**config.mk**
```make
export PLATFORM = sky130hd
export DESIGN_NAME = ts_efa_sched
export DESIGN_NICKNAME = d
export VERILOG_FILES = /design/src/rtl/ts_efa_pkg.sv /design/src/rtl/ts_efa_rr_arb.sv /design/src/rtl/ts_efa_sched.sv
export SDC_FILE = /design/constraint.sdc
export NUM_CORES = 1
export LEC_CHECK = 0
export BUFFER_PORTS_ARGS = -buffer_cell sky130_fd_sc_hd__buf_2
export CAP_MARGIN = 25
export CORE_UTILIZATION = 46
export DETAILED_ROUTE_END_ITERATION = 8
export GPL_TIMING_DRIVEN = 0
export PLACE_DENSITY = 0.85
export SKIP_LAST_GASP = 1
export SLEW_MARGIN = 0
export SYNTH_ARGS = -nofsm -noshare
export SYNTH_HDL_FRONTEND = slang
export SYNTH_HIERARCHICAL = 1
export SYNTH_SLANG_ARGS = --single-unit
```
**constraint.sdc**
```tcl
create_clock -name clk -period 4.39 [get_ports clk]
set_input_delay 0.2195 -clock clk [delete_from_list [all_inputs] [get_ports clk]]
set_output_delay 0.2195 -clock clk [all_outputs]
set_load 0.005 [all_outputs]
```
**src/rtl/ts_efa_pkg.sv**
```systemverilog
// Shared types and constants for the exponential-approximator scheduler.
// Latency: n/a (declarations only).
// Backpressure: n/a.
package ts_efa_pkg;

  // Default approximator index width (scaling + template LUT address bits)
  localparam int T_FIX_WID = 16;
  // Register stages inside the approximator from t_fix_reg to its output
  localparam int EFA_LAT   = 3;
  // Tag id field sized for the largest supported requester count (8)
  localparam int ID_WID    = 3;

  typedef enum logic [1:0] {
    ST_RUN    = 2'd0,
    ST_DRAIN  = 2'd1,
    ST_HALTED = 2'd2
  } state_t;

  typedef struct packed {
    logic              valid;
    logic [ID_WID-1:0] id;
  } tag_t;

endpackage

```
**src/rtl/ts_efa_rr_arb.sv**
```systemverilog
// Requester arbiter: one-hot grant plus encoded id, gated by en.
// Latency: combinational grant; pointer (if any) updates on the grant edge.
// Backpressure: en low forces no grant and freezes the pointer.
// Build option: TS_EFA_SCHED_RR_EN selects round-robin, otherwise fixed priority.
module ts_efa_rr_arb #(
  parameter int N_REQ = 4,
  parameter int IDW   = $clog2(N_REQ)
) (
`ifdef TS_EFA_SCHED_RR_EN
  input  logic             clk,
  input  logic             reset_n,
`endif
  input  logic             en,
  input  logic [N_REQ-1:0] req,
  output logic [N_REQ-1:0] gnt,
  output logic [IDW-1:0]   id
);

  // Index where the priority search begins
  logic [IDW-1:0] base;

`ifdef TS_EFA_SCHED_RR_EN
  logic [IDW-1:0] ptr;

  assign base = ptr;

  // Priority restarts just past the most recently granted requester
  always_ff @(posedge clk or negedge reset_n) begin
    if (!reset_n) begin
      ptr <= '0;
    end else if (|gnt) begin
      ptr <= (id == IDW'(N_REQ - 1)) ? '0 : id + 1'b1;
    end
  end
`else
  assign base = '0;
`endif

  int             s;
  logic [IDW-1:0] idx;
  logic           found;

  // Scan requesters starting at base, wrapping once around the vector
  always_comb begin
    gnt   = '0;
    id    = '0;
    found = 1'b0;
    s     = 0;
    idx   = '0;
    for (int off = 0; off < N_REQ; off++) begin
      s = int'(base) + off;
      if (s >= N_REQ) s = s - N_REQ;
      idx = IDW'(s);
      if (!found && req[idx]) begin
        found = 1'b1;
        id    = idx;
      end
    end
    if (en && found) gnt[id] = 1'b1;
  end

endmodule

```
**src/rtl/ts_efa_sched.sv**
```systemverilog
// Shares one exponential approximator among N_REQ requesters, one lookup per cycle, id-tagged results.
// Latency: grant in cycle k, efa_t_fix in k+1, rsp_valid/rsp_id/rsp_val in k+5.
// Backpressure: req held until gnt; halt_req blocks grants, drains in-flight lookups, then raises halt_ack.
// Build option: TS_EFA_SCHED_RR_EN enables round-robin arbitration (fixed priority otherwise).
module ts_efa_sched
  import ts_efa_pkg::*;
#(
  parameter int N_REQ         = 4,
  parameter int SCAL_ADDR_LEN = 8,
  parameter int TEMP_ADDR_LEN = 8,
  parameter int DT_WID        = 20
) (
  input  logic                                   clk,
  input  logic                                   reset_n,
  input  logic [N_REQ-1:0]                       req,
  input  logic [N_REQ*DT_WID-1:0]                dt,
  output logic [N_REQ-1:0]                       gnt,
  input  logic                                   halt_req,
  output logic                                   halt_ack,
  output logic [SCAL_ADDR_LEN+TEMP_ADDR_LEN-1:0] efa_t_fix,
  output logic                                   efa_out_en,
  input  logic [SCAL_ADDR_LEN+TEMP_ADDR_LEN-1:0] efa_val,
  output logic                                   rsp_valid,
  output logic [$clog2(N_REQ)-1:0]               rsp_id,
  output logic [SCAL_ADDR_LEN+TEMP_ADDR_LEN-1:0] rsp_val,
  output logic                                   busy
);

  localparam int TFW = SCAL_ADDR_LEN + TEMP_ADDR_LEN;
  localparam int IDW = $clog2(N_REQ);

  state_t             state;
  state_t             state_nxt;
  logic               grant_en;
  logic               any_gnt;
  logic [N_REQ-1:0]   arb_gnt;
  logic [IDW-1:0]     arb_id;
  logic [DT_WID-1:0]  dt_sel;
  logic [TFW-1:0]     dt_sat;
  logic               pipe_busy;

  // tag_q[0] travels with efa_t_fix; tag_q[1..EFA_LAT] shadow the approximator stages,
  // so tag_q[EFA_LAT] is valid exactly when the approximator output holds a result.
  tag_t tag_q [EFA_LAT+1];

  // Grants only in RUN, and a halt request seen this cycle already blocks them
  assign grant_en = reset_n && (state == ST_RUN) && !halt_req;

  ts_efa_rr_arb #(
    .N_REQ (N_REQ),
    .IDW   (IDW)
  ) u_arb (
`ifdef TS_EFA_SCHED_RR_EN
    .clk     (clk),
    .reset_n (reset_n),
`endif
    .en      (grant_en),
    .req     (req),
    .gnt     (arb_gnt),
    .id      (arb_id)
  );

  assign gnt     = arb_gnt;
  assign any_gnt = |arb_gnt;

  // Select the granted requester's time difference and clamp it to the LUT range
  always_comb begin
    dt_sel = '0;
    for (int i = 0; i < N_REQ; i++) begin
      if (arb_id == IDW'(i)) dt_sel = dt[i*DT_WID +: DT_WID];
    end
    dt_sat = ((dt_sel >> TFW) != '0) ? '1 : dt_sel[TFW-1:0];
  end

  // Any lookup still travelling toward the response register
  always_comb begin
    pipe_busy = 1'b0;
    for (int i = 0; i <= EFA_LAT; i++) pipe_busy = pipe_busy | tag_q[i].valid;
  end

  // Halt handshake: stop issuing, wait for the tags to clear, then acknowledge
  always_comb begin
    state_nxt = state;
    case (state)
      ST_RUN:    if (halt_req) state_nxt = ST_DRAIN;
      ST_DRAIN: begin
        if (!halt_req)      state_nxt = ST_RUN;
        else if (!pipe_busy) state_nxt = ST_HALTED;
      end
      ST_HALTED: if (!halt_req) state_nxt = ST_RUN;
      default:   state_nxt = ST_RUN;
    endcase
  end

  // Scheduler state register
  always_ff @(posedge clk or negedge reset_n) begin
    if (!reset_n) state <= ST_RUN;
    else          state <= state_nxt;
  end

  // Issued lookup index; holds when idle since its tag is invalid anyway
  always_ff @(posedge clk or negedge reset_n) begin
    if (!reset_n)     efa_t_fix <= '0;
    else if (any_gnt) efa_t_fix <= dt_sat;
  end

  // Tag shift register; reset wipes in-flight lookups so they never respond
  always_ff @(posedge clk or negedge reset_n) begin
    if (!reset_n) begin
      for (int i = 0; i <= EFA_LAT; i++) tag_q[i] <= '0;
    end else begin
      tag_q[0].valid <= any_gnt;
      tag_q[0].id    <= ID_WID'(arb_id);
      for (int i = 1; i <= EFA_LAT; i++) tag_q[i] <= tag_q[i-1];
    end
  end

  assign efa_out_en = tag_q[EFA_LAT].valid;

  // Capture the approximator result with its requester id as a one-cycle strobe
  always_ff @(posedge clk or negedge reset_n) begin
    if (!reset_n) begin
      rsp_valid <= 1'b0;
      rsp_id    <= '0;
      rsp_val   <= '0;
    end else if (tag_q[EFA_LAT].valid) begin
      rsp_valid <= 1'b1;
      rsp_id    <= tag_q[EFA_LAT].id[IDW-1:0];
      rsp_val   <= efa_val;
    end else begin
      rsp_valid <= 1'b0;
    end
  end

  assign halt_ack = (state == ST_HALTED);
  assign busy     = reset_n && (pipe_busy || ((state == ST_RUN) && (|req)));

endmodule
```
## Yosys cells after proc, flatten, opt, wreduce, memory -nomap -nowiden

Cells that the tools add are included.

- Latch bits: 0
- ROM bits: 0
- Bits of input ports: 103
- Bits in writable memories: 0
- Memories kept: 0
- Register bits after elaboration: 49

- Bitwise logic cells: 3
- Muxes and demuxes: 21
- Div/mod/pow operators: 0
- Multiply operators: 0
- Add/sub/neg operators: 0
- Reductions and logical operators: 20
- Equal/unequal tests: 8
- Order comparisons: 2
- Shifts and indexed selects: 0

Operator list:

| cell | number |
|---|---|
| 20-bit two-way mux | 4 |
| 20-bit nonzero test | 1 |
| 16-bit two-way mux | 1 |
| 2-bit two-way mux | 6 |
| 1-bit logical AND | 9 |
| 4-bit OR reduction | 2 |
| 1-bit two-way mux | 7 |
| 2-bit == test (second input constant) | 3 |
| 2-bit one-hot mux with 3 select lines | 1 |
| 2-bit by 1-bit == test with 1-bit output (second input constant) | 2 |
| 1-bit logical NOT | 4 |
| 2-bit logical NOT | 2 |
| 4-bit two-way mux | 1 |
| 2-bit inequality test (second input constant) | 2 |
| 2-bit by 3-bit < comparator with 1-bit output (second input constant) | 1 |
| 3-bit inequality test (second input constant) | 1 |
| 1-bit bitwise OR | 3 |
| 3-bit AND reduction | 1 |
| 1-bit demux with 2-bit select | 1 |
| 2-bit by 1-bit greater-or-equal comparator with 1-bit output (second input constant) | 1 |
| 1-bit logical OR | 1 |

## Logic depth before layout (Yosys ltp)

- Word-level depth: 17
- Mapped depth: 9
- Depth with buffers taken out: 6

## Hierarchy

Netlist, hierarchy kept.

By module, submodules not included:

| module | sequential area each (µm²) | cells each | area an instance (µm²) | times used |
|---|---|---|---|---|
| ts_efa_sched | 1,226.2 | 163 | 2,252.2 | 1 |
| ts_efa_rr_arb | 0.0 | 9 | 90.1 | 1 |

## Worst setup path after synthesis

OpenSTA, ideal clock, no wires.

- Path kind: register -> register
- Start point: register state[0]
- End point: register efa_t_fix[10]
- Path slack: 2,374 ps
- Path buffers: 1
- Arrival: 1,948 ps
- Cell stages (with the launch flop): 8
- Path through: dfrtp_1 nor4b_1 nor4bb_2 nor4_4 a31oi_2 nand4_4 buf_8 nand3_1

- Longest elaborated chain between the ends: 6

RTL lines:

| item | RTL line | source |
|---|---|---|
| from (decl) | ts_efa_sched.sv:32 | `state_t state;` |
| from (signal assigned) | ts_efa_sched.sv:98 | `else state <= state_nxt;` |
| 2-bit logical NOT | ts_efa_sched.sv:47 | `assign grant_en = reset_n && (state == ST_RUN) && !halt_req;` |
| 1-bit logical AND (2 in series) | ts_efa_sched.sv:47 |  |
| net grant_en | ts_efa_sched.sv:34 | `logic grant_en;` |
| 1-bit logical AND | ts_efa_rr_arb.sv:59 | `if (en && found) gnt[id] = 1'b1;` |
| 4-bit two-way mux | ts_efa_rr_arb.sv:59 |  |
| net gnt[2] | ts_efa_sched.sv:17 | `output logic [N_REQ-1:0] gnt,` |
| 4-bit OR reduction | ts_efa_sched.sv:64 | `assign any_gnt = \|arb_gnt;` |
| to (signal assigned) | ts_efa_sched.sv:104 | `else if (any_gnt) efa_t_fix <= dt_sat;` |
| to (decl) | ts_efa_sched.sv:20 | `output logic [SCAL_ADDR_LEN+TEMP_ADDR_LEN-1:0] efa_t_fix,` |

The timed path passes the listed nets, and every way through them passes these cells.
A chain may end at the register's enable or synchronous reset.

## Worst setup path after layout

- Start point: input reset_n
- End point: register efa_t_fix[9]

- Longest elaborated chain between the ends: 5

RTL lines:

| item | RTL line | source |
|---|---|---|
| from (decl) | ts_efa_sched.sv:14 | `input logic reset_n,` |
| 1-bit logical AND (2 in series) | ts_efa_sched.sv:47 |  |
| net grant_en | ts_efa_sched.sv:34 |  |
| 1-bit logical AND | ts_efa_rr_arb.sv:59 |  |
| 4-bit two-way mux | ts_efa_rr_arb.sv:59 |  |
| 4-bit OR reduction | ts_efa_sched.sv:64 |  |

The timed path passes the listed nets, and every way through them passes these cells.

==> summary.txt <==
Cells and area
  • Fillcell total: 386
  • Fraction of layout cells with a size suffix above 1: 62.46%
  • Antenna fix cells: 0
  • Synthesis-to-layout area growth: 39.32%
  • Cell Count, Final, Fillers Out: 392
  • Total Nets Final: 428
  • Register area: 1226 um2
  • Multi-input gate area: 1020 um2
  • Fin area: 3263 um2

Worst setup path
  • R2r endpoint: efa_t_fix[9]
  • Worst Path Required: 4.61 ns
  • Sum of buffers and inverters on the critical path: 4
  • Worst r2r path cells: 7
  • Crit path kind: in -> reg
  • Reg2reg setup slack: 2.18 ns
  • Slowest cell on the critical path: dlygate4sd3_1
  • CP peak stage delay: 0.54 ns
  • R2R Path Start: state[0]
  • Delay-heaviest family, CP: simple AND/OR/NAND/NOR gates
  • Worst Path Arrival: 2.94 ns
  • Cell depth of the worst setup path: 10
  • Startpoint type of the worst setup path: primary input
  • CP max FO: 45
  • CP Capture Type: flop
  • Crit path cell chain: dlygate4sd3_1 > buf_2 > buf_12 > nor4b_1 > nor4bb_2 > nor4_4 > a31oi_2 > nand4_4 > buf_8 > nand3_1

Logic synthesis
  • Post-synth EDFFs: 0
  • Syn Nets: 275
  • Top FF cell, synth: dfrtp_1
  • Yosys warns: 6
  • Synthesized area per cell: 13.62 um2
  • Synthesized area: 2342 um2
  • Synth Register Bits: 49
  • Mapped Cells: 172
  • Largest area contributor in the netlist: dfrtp_1
  • Post-synthesis sequential area ratio: 52.35%
  • Distinct cells, synth: 31
  • Post-synth ARST share: 100.0%
  • Area contributors post-synth: dfrtp_1 52%, mux4_2 15%, mux2_2 8.7%
  • Synth top area share: 52.35%

Global routing
  • All-Layer GR Usage: 19.99%
  • Number of global-route vias before repair: 1,821
  • Grt total ovfl: 0
  • Initial antenna violation count: 0
  • Largest net degree at the start of global routing: 52
  • First-pass GRT wire length: 8.073 mm

STA
  • Worst slew pin tran: 0.6043 ns
  • Max-slew headroom: 59.41%
  • Slew Viols, Final: 0
  • RSZ-0062 raised after global routing: false
  • Period utilization: 62.01%
  • Final setup viols: 0
  • Peak Freq: 367.4 MHz
  • Fin. Hold Viols: 0
  • Min cycle time layout: 2.722 ns
  • Clock skew: 0.004453 ns
  • Total negative slack: 0 ns
  • Final WS setup: 1.668 ns

Pwr
  • Max VDD drop: 0.0001860 V
  • Total Power: 1351 uW
  • Leakage: 0.001637 uW
  • Pwr per Cell Area: 413.9 nW/um2

Placed design
  • Placed cell area: 3147 um2
  • Post-DP HPWL: 4.236 mm
  • Placed Cells: 383
  • RD Place Congestion: 0.7953
  • Post-Place Worst Slack: 1.461 ns
  • Number of port buffers: 144

Die
  • Width of the die: 73.36 um
  • Die Footprint: 5381 um2
  • IO Count: 145
  • Initial Utilization: 48.62%
  • Die height: 73.36 um
  • Row Count: 25
  • CORE AREA: 4817 um2

Clock tree
  • CTS tree: done
  • Clk Latency, worst-skew pair: 0.28 ns
  • Clock Sinks: 49
  • Clock buffer depth: 2
  • Worst-path clk slew: 0.08 ns
  • Resize count post-CTS: 0
  • Root Buffer: clkbuf_8
  • TritonCTS buffer count: 5
  • Max H-tree Level: 2

Routing
  • Initial drt markers: 101
  • Vias: 1,935
  • Vias per cell: 4.936
  • Final ANT Viol Nets: 0
  • Avg WL per Cell: 13.17 um
  • Residual DRC count: 0
  • 1st-pass router iterations: 4
  • Post-Route WL: 5.161 mm

Hold path
  • Worst Hold Class: in -> reg
  • Hold path cells: 2
  • Hold Path End: rsp_val[3]
  • HP Start: efa_val[3]

Job
  • Max Cap Viol: 0

Status
  • Status: finished, final reports clean
-- worst max path at each step --
stage / startpoint / to / slack (ns)
finish: reset_n / efa_t_fix[9] / 1.67
global route: reset_n / efa_t_fix[15] / 1.39
CTS: reset_n / efa_t_fix[9] / 1.77
detailed placement: reset_n / efa_t_fix[9] / 1.46
global placement: reset_n / efa_t_fix[9] / 1.54
floorplan: state[0] / efa_t_fix[10] / 2.37
-- what timing repair did --
action                    4_1_cts  5_1_grt
hold endpoints to repair        0        6
buffers inserted                0        0
hold buffers                    0        1
-- metal layers --
layer | up-vias | wire, um | track usage (%)
li1 | 936 | - | -
met1 | 895 | 2021 | 24.52
met2 | 99 | 2725 | 36.11
met3 | 5 | 374 | 3.978
met4 | 0 | 40 | 5.128
met5 | - | 0 | 0
-- layout make-up --
type                    count  area share [%]
multi-input cells         111           31.25
flip-flops and latches     49           37.58
clock buffers               7           2.646
plain buffers               9           2.607
well taps                  67           2.569
repair buffers            146           23.01
inverters                   3          0.3451
-- state kept, by name (all words and copies together), names as in the netlist --
register and cells:
rsp_val 16, efa_out_en 1, state 2, efa_t_fix 16, tag_q 11, rsp_valid 1
rsp_id 2
-- cell families (layout without fill, tap and decap cells) --
logic type,after synthesis,after routing,synth area share [%]
AND/OR/NAND/NOR,72,72,17.73
flip-flops,49,49,52.35
multiplexers,34,34,24.04
buffers and inverters,12,165,4.113
AO/OA/AOI/OAI,5,5,1.763
-- metrics by stage --
stage | hold slack [ns] | utilization, %
final | 0.1625 | 67.74
after global routing | 0.1484 | 67.74
after CTS | 0.1503 | 67.12
after detailed placement | 0.3347 | 65.32
after global placement | 0.3337 | 65.32
after floorplan | -0.07609 | -
-- cell usage in the layout, fill, tap and decap left out, types with 2 or more instances in the layout --
cell type	instances
nor2_1	4
nand2_1	34
buf_2	146
nor4_1	4
dfrtp_1	49
clkbuf_1	2
clkbuf_8	6
inv_2	2
mux2_2	18
buf_6	5
nand3_1	17
mux4_2	16
-- Yosys cell counts (2+ instances only) --
library cell	instances
buf_2	2
nor4_1	4
inv_2	2
mux2_2	18
nor2_1	4
dfrtp_1	49
buf_6	5
nand3_1	17
mux4_2	16
nand2_1	34
-- where the power goes --
part / internal (uW) / switching, uW / total, uW / leakage, uW
Sequential: 590 / 69.6 / 660 / 0.000586
Combinational: 252 / 189 / 441 / 0.00101
Clock: 125 / 125 / 250 / 0.0000443
Total: 967 / 383 / 1350 / 0.00164
No activity file was read; power rests on OpenSTA's default activity.
